<file path="config.mk">
export PLATFORM = sky130hd
export DESIGN_NAME = rr_priority_arbiter8
export DESIGN_NICKNAME = d
export VERILOG_FILES = /design/src/rtl/rr_priority_arbiter8.sv
export SDC_FILE = /design/constraint.sdc
export NUM_CORES = 1
export LEC_CHECK = 0
export ABC_AREA = 1
export CAP_MARGIN = 20
export CORE_MARGIN = 4
export CORE_UTILIZATION = 55
export DETAILED_ROUTE_END_ITERATION = 10
export PLACE_DENSITY = 0.77
export SLEW_MARGIN = 10
export SYNTH_ARGS = -nofsm -noshare
export SYNTH_HDL_FRONTEND = slang
export SYNTH_SLANG_ARGS = --single-unit
</file>
<file path="constraint.sdc">
create_clock -name clk -period 5.07 [get_ports clk]
set_input_delay 0.507 -clock clk [delete_from_list [all_inputs] [get_ports clk]]
set_output_delay 0.507 -clock clk [all_outputs]
set_load 0.1 [all_outputs]
</file>
<file path="src/rtl/rr_priority_arbiter8.sv">
// Eight-way arbiter for one shared resource: lowest-index priority encode with an
// optional rotating start point, grant held until release, withdrawal or hold timeout.
module rr_priority_arbiter8 #(
  parameter int unsigned ROUND_ROBIN = 1,
  parameter int unsigned MAX_HOLD    = 16
) (
  input  logic       clk,
  input  logic       rst_n,
  input  logic [7:0] req,
  input  logic       done,
  output logic [7:0] gnt,
  output logic [2:0] gnt_id,
  output logic       gnt_valid,
  output logic       timeout
);

  localparam logic [1:0] S_IDLE  = 2'd0;
  localparam logic [1:0] S_GRANT = 2'd1;
  localparam logic [1:0] S_GAP   = 2'd2;

  localparam logic [7:0] LP_MAX_HOLD = 8'(MAX_HOLD);
  localparam bit         LP_RR       = (ROUND_ROBIN != 0);
  localparam bit         LP_TO_EN    = (MAX_HOLD != 0);

  logic [1:0] r_state;
  logic [2:0] r_ptr;
  logic [7:0] r_hcnt;
  logic [7:0] r_gnt;
  logic [2:0] r_gnt_id;
  logic       r_gnt_valid;
  logic       r_timeout;

  logic [2:0] w_base;
  logic [7:0] w_rot;
  logic [2:0] w_off;
  logic [2:0] w_win;
  logic       w_owner_req;
  logic       w_hold_hit;
  logic       w_release;

  // Rotate the request vector so the start point sits at bit 0, then take the
  // lowest set bit; the winner is that offset added back onto the start point.
  always_comb begin
    w_base = LP_RR ? r_ptr : 3'd0;
    w_rot  = '0;
    for (int unsigned i = 0; i < 8; i++) begin
      w_rot[i] = req[w_base + 3'(i)];
    end
    w_off = '0;
    for (int unsigned i = 8; i > 0; i--) begin
      if (w_rot[i-1]) w_off = 3'(i - 1);
    end
  end

  assign w_win       = w_base + w_off;
  assign w_owner_req = req[r_gnt_id];
  assign w_hold_hit  = LP_TO_EN && (r_hcnt == LP_MAX_HOLD);
  assign w_release   = done || !w_owner_req || w_hold_hit;

  always_ff @(posedge clk) begin
    if (!rst_n) begin
      r_state     <= S_IDLE;
      r_ptr       <= '0;
      r_hcnt      <= '0;
      r_gnt       <= '0;
      r_gnt_id    <= '0;
      r_gnt_valid <= 1'b0;
      r_timeout   <= 1'b0;
    end else begin
      r_timeout <= 1'b0;
      case (r_state)
        S_GRANT: begin
          if (w_release) begin
            // done and withdrawal take precedence, so the pulse marks only a pure timeout
            r_timeout   <= !done && w_owner_req && w_hold_hit;
            r_gnt       <= '0;
            r_gnt_id    <= '0;
            r_gnt_valid <= 1'b0;
            r_ptr       <= r_gnt_id + 3'd1;
            r_hcnt      <= '0;
            r_state     <= S_GAP;
          end else if (r_hcnt != 8'hFF) begin
            r_hcnt <= r_hcnt + 8'd1;
          end
        end
        default: begin
          if (|req) begin
            r_gnt       <= 8'd1 << w_win;
            r_gnt_id    <= w_win;
            r_gnt_valid <= 1'b1;
            r_hcnt      <= 8'd1;
            r_state     <= S_GRANT;
          end else begin
            r_state <= S_IDLE;
          end
        end
      endcase
    end
  end

  assign gnt       = r_gnt;
  assign gnt_id    = r_gnt_id;
  assign gnt_valid = r_gnt_valid;
  assign timeout   = r_timeout;

endmodule

</file>
======== Word level (Yosys, flattened, before mapping) ========
Cells that the tools add are included.
operators by class
  eq/ne operators ......................... 5
  muxes and demuxes ....................... 42
  bitwise logic cells ..................... 0
  $add $sub $neg .......................... 10
  $mul .................................... 0
  $lt $le $gt $ge ......................... 9
  shifts and indexed selects .............. 1
  divide/modulo/power cells ............... 0
  reduce and logical (&&, ||, !) cells .... 12
operators with widths
  operator             count
  $mux 8               7
  $lt 3x4->1 const B   9
  $mux 3               11
  $bmux 1 s3           9
  $mux 1               13
  $add 3x3->3 const B  4
  $add 8x1->8 const B  1
  $eq 8x5->1 const B   1
  $ne 8x8->1 const B   1
  $reduce_or 8->1      1
  $shl 1x3->8 const A  1
  $add 3x1->3 const B  2
  $add 3x2->3 const B  2
  $reduce_and 2->1     3
  $mux 2               2
  $add 3x3->3          1
  $ne 3x3->1 const B   1
  $reduce_and 3->1     1
  $eq 2x1->1 const B   1
  $logic_and 1x1->1    2
  $logic_not 1->1      2
  $logic_or 1x1->1     2
  $ne 2x2->1 const B   1
  $reduce_bool 2->1    1
word-level totals
  memories ................................ 0
  register bits ........................... 26
  bits in read-only memories .............. 0
  output and inout bits ................... 13
  latch bits .............................. 0
  input port bits ......................... 11
  memory bits (writable) .................. 0
  logic and storage cells ................. 86

======== Logic depth before layout (Yosys ltp) ========
  depth after elaboration ................. 15
  mapped depth ............................ 21
  depth with buffers taken out ............ 21

======== Worst setup path before layout ========
Ideal clock, no wire load.
  path type ............................... reg-to-reg
  from .................................... register r_ptr[1]
  to ...................................... register r_gnt_id[2], in the netlist gnt_id[2]
  period minus slack after synthesis ...... 3011 ps
  arrival ................................. 2942 ps
  path slack .............................. 2059 ps
  path buffers ............................ 1
  data required time ...................... 5001 ps
  cell stages (with the launch flop) ...... 22
  library setup time ...................... 69 ps
  cells stage by stage .................... dfxtp_1 > buf_2 > inv_2 > ha_1 > inv_1 > nand3_1 > nand3_1 > nand2_1 > a31oi_1 > o21ai_0 > nand2_1 > a21boi_0 > ha_1 > inv_1 > fa_1 > xor2_1 > inv_1 > nand3_2 > nand2_4 > inv_2 > nand2_1 > a21oi_2
between the ends
  word-level cells in the longest chain between the ends .. 14
  elaborated cells on any way between the ends .. 34
  those cells by class .................... add/sub (8); mux (26)
RTL lines
  what                          line  text
  from (decl)                   26    logic [2:0] r_ptr;
  from (signal assigned)        79    r_ptr <= r_gnt_id + 3'd1;
  $add 3x3->3                   47    w_rot[i] = req[w_base + 3'(i)];
  $bmux 1 s3                    47
  $mux 1 (not written as such)  47
  $mux 3 (8 in series)          51    if (w_rot[i-1]) w_off = 3'(i - 1);
  $add 3x3->3 *                 55    assign w_win = w_base + w_off;
  $mux 3 *                      87    if (|req) begin
  $mux 3 *                      71    case (r_state)
  to (signal assigned)          89    r_gnt_id <= w_win;
  to (decl)                     29    logic [2:0] r_gnt_id;
Every way passes the cells marked *; elsewhere a longest branch is shown, timed or not. The select of a mux whose other input is x is not followed.
A chain may end at the register's enable or synchronous reset.

======== Worst setup path in the final report ========
  from .................................... register r_ptr[0]
  to ...................................... register r_gnt_id[2], in the netlist gnt_id[2]
The elaborated chain is that of the path after synthesis.

==> results.txt <==
core area: 3340 µm²
post-synthesis compound-gate area fraction: 9.95%
diode count: 0
area of the multi-input gates: 1210 µm²
RR Startpoint: r_ptr[0]
Min-Delay Endpoint: gnt[5]
WP data arrival: 3.67 ns
pwr dens: 546 nW/µm²
Synth Instances: 279
Hold-fix buffers, CTS: 0
die area: 4430 µm²
capture point of the worst reg-to-reg path: gnt_id[2]
critical-path maximum fanout: 11
HP Start: gnt[5]
Layout Nets: 317
Clock transition at path regs: 0.13 ns
Worst Skew: 0.0148 ns
syn_area_per_cell: 6.76 µm²
CTS tree: yes
mux cell area share after synthesis: 0%
Starting Density: 56.5%
post-cts sizing count: 0
final period utilization: 67.3%
RSZ-0062 raised after global routing: false
Worst R2R Setup Slack: 1.66 ns
Max Root-Sink Buffers: 2
GPL Wtd Cong: 0.871
post-synthesis sequential area ratio: 27.6%
worst r2r path cells: 20
largest net degree at the start of global routing: 18
Worst Setup Path Type: reg -> reg
DP HPWL: 3.05 mm
Max-cap violations: 0
fraction of layout instances using a drive strength above 1: 13.8%
DRC: 0
number of synthesized register bits: 26
Leakage: 0.863 nW
Slew HR: 35.2%
port bufs: 23
chip height: 66.6 µm
count of final setup violators: 0
total gr overflow: 0
Simple-Gate Fraction of Synth Area: 44.8%
Final Hold Viols: 0
Clock Sinks: 26
DRT Pass-1 Iters: 4
status: completed
# IOs: 24
Crit path required time: 5.32 ns
number of setup buffers added after CTS: 0
crit path time final: 3.41 ns
Final Core Density: 64.6%
Hold/Removal Path Class: reg -> reg
critical path launch point type: flip-flop
DR WL/cell: 11.5 µm
combinational family with the most area after synthesis: simple AND/OR/NAND/NOR gates
CP Capture Type: flip-flop
register area: 520 µm²
Yosys warnings: 0
DRT iter0 DRCs: 89
DR vias/cell: 5.22
cell area after synthesis: 1890 µm²
Post-Synth Adder-Cell Area: 5.04%
Yosys cell types: 34
vias in the first global route: 1672
Clk Latency, worst-skew pair: 0.33 ns
max-slew violations: 0
initial antenna violation count: 0
CTS root buffer: clkbuf_4
filler cell count: 310
htree depth: 1
fmax: 293 MHz
xor and xnor fraction of the mapped netlist area: 4.18%
Die Wd: 66.6 µm
Antenna Violating Nets Remaining: 0
# rows: 21
Post-Synthesis Net Count: 297
Hold Path Depth: 2
Total GRT Usage: 20.1%
CTS Buf Count: 3
Area Growth Syn to Fin: 14.2%
Vias: 1795
Design Power: 1.18 mW
final wirelength: 3.97 mm
worst-margin pin slew: 0.968 ns
TNS Setup: 0 ns
first-pass GRT wire length: 7.07 mm
Peak VDD IR: 0.000418 V
-- how the worst max path moves through the flow --
stage	startpoint	endpoint	slack, ns	cells past startpoint
final	r_ptr[0]	gnt_id[2]	1.66	20
after global routing	r_ptr[0]	gnt[7]	1.28	20
after CTS	r_ptr[0]	gnt_id[2]	1.66	20
after detailed placement	req[0]	gnt_id[2]	1.68	19
after global placement	req[0]	gnt_id[2]	1.69	19
after floorplan	r_ptr[1]	gnt_id[2]	2.06	21
-- metrics by stage --
| stage | instances | hold WS (ns) | setup slack [ns] | area [µm²] |
|---|---|---|---|---|
| 2_1_floorplan | 279 | 0.467 | 2.06 | 1890 |
| 3_3_place_gp | 340 | 0.477 | 1.69 | 2120 |
| 3_5_place_dp | 340 | 0.478 | 1.68 | 2120 |
| 4_1_cts | 344 | 0.497 | 1.66 | 2150 |
| 5_1_grt | 344 | 0.518 | 1.28 | 2150 |
| 6_report | 344 | 0.493 | 1.66 | 2150 |
-- cell families (layout without fill, tap and decap cells) --
| kind of cell | Yosys count | count (layout) |
|---|---|---|
| AO/OA/AOI/OAI | 32 | 32 |
| XOR/XNOR | 9 | 9 |
| adder cells (fa/ha/maj) | 7 | 7 |
| AND/OR/NAND/NOR | 171 | 171 |
| flip-flops | 26 | 26 |
| buffers and inverters | 34 | 53 |
-- metal layers --
layer  routed length (µm)  part of all wire (%)  vias up  GRT usage (%)
met5                    0                     0        -              0
met4                   63                   1.6        0           6.85
met3                  143                   3.6        7           2.87
met2                 1760                    44       34           33.9
met1                 2010                    51      799           26.0
li1                     -                     -      955              -
-- area by class of cell --
type / count / area share (%)
Clock buffer: 4 / 1.68
Inverter: 26 / 4.76
Multi-Input combinational cell: 219 / 56.0
Sequential cell: 26 / 24.2
Tap cell: 46 / 2.67
Timing Repair Buffer: 23 / 10.7
-- synth_stat cells (all sizes together) --
cell     n  area share (%)
nand2   77              18
nand3   49              15
nor2    30             6.8
dfxtp   26              28
inv     24             5.0
a21oi   17             5.5
o21ai   11             2.9
buf      7             2.8
nor3     7             1.9
xor2     7             3.2
ha       6             4.0
nand4    5             2.5
clkinv   2            0.40
nor4     2            0.66
xnor2    2            0.93
a21boi   1            0.40
a31oi    1            0.33
clkbuf   1            0.20
fa       1             1.1
nand3b   1            0.40
o21a     1            0.40
o21bai   1            0.40
-- layout by cell type, fill, tap and decap left out --
| cell | synthesis | routed |
|---|---|---|
| o21ai_0 | 8 | 8 |
| o21ai_1 | 3 | 3 |
| ha_1 | 6 | 6 |
| dfxtp_1 | 26 | 26 |
| clkbuf_8 | 0 | 1 |
| fa_1 | 1 | 1 |
| inv_2 | 5 | 5 |
| nand3_1 | 43 | 43 |
| clkdlybuf4s50_1 | 0 | 23 |
| inv_6 | 1 | 1 |
| o21bai_1 | 1 | 1 |
| a21boi_0 | 1 | 1 |
| nor2_2 | 3 | 3 |
| a31oi_1 | 1 | 1 |
| inv_1 | 18 | 18 |
| xor2_1 | 7 | 7 |
| nand4_1 | 4 | 4 |
| nand2_4 | 3 | 3 |
| nor3_1 | 7 | 7 |
| xnor2_1 | 2 | 2 |
| nand4_4 | 1 | 1 |
| clkinv_1 | 2 | 2 |
| o21a_1 | 1 | 1 |
| nand3b_1 | 1 | 1 |
| clkbuf_4 | 0 | 3 |
| nor2_4 | 1 | 1 |
| a21oi_2 | 5 | 5 |
| nor2_1 | 26 | 26 |
| nand2_2 | 12 | 12 |
| nor4_1 | 2 | 2 |
| nand2_1 | 62 | 62 |
| nand3_2 | 6 | 6 |
| a21oi_1 | 12 | 12 |
-- power by group --
group / internal (mW) / total (mW) / leakage [nW] / switching (mW)
clock: 0.0440 / 0.107 / 0.0210 / 0.0628
sequential: 0.240 / 0.290 / 0.212 / 0.0498
combinational: 0.239 / 0.780 / 0.631 / 0.541
total: 0.523 / 1.18 / 0.863 / 0.653
-- sequential cells by signal, indices dropped and copies added (netlist names) --
| signal | flops |
|---|---|
| r_ptr | 3 |
| gnt_id | 3 |
| timeout | 1 |
| r_hcnt | 8 |
| r_state | 2 |
| gnt_valid | 1 |
| gnt | 8 |
-- critical path: stages (launching register included) --
cell      delay, ns
dfxtp_1        0.63
inv_6          0.12
ha_1           0.38
inv_1          0.10
nand3_1        0.11
nand3_1        0.08
nand2_1        0.11
a31oi_1        0.08
o21ai_0        0.14
nand2_1        0.06
a21boi_0       0.15
ha_1           0.16
inv_1          0.05
fa_1           0.37
xor2_1         0.27
inv_1          0.09
nand3_2        0.13
nand2_4        0.09
inv_2          0.06
nand2_1        0.05
a21oi_2        0.11
No activity file was read; power rests on OpenSTA's default activity.
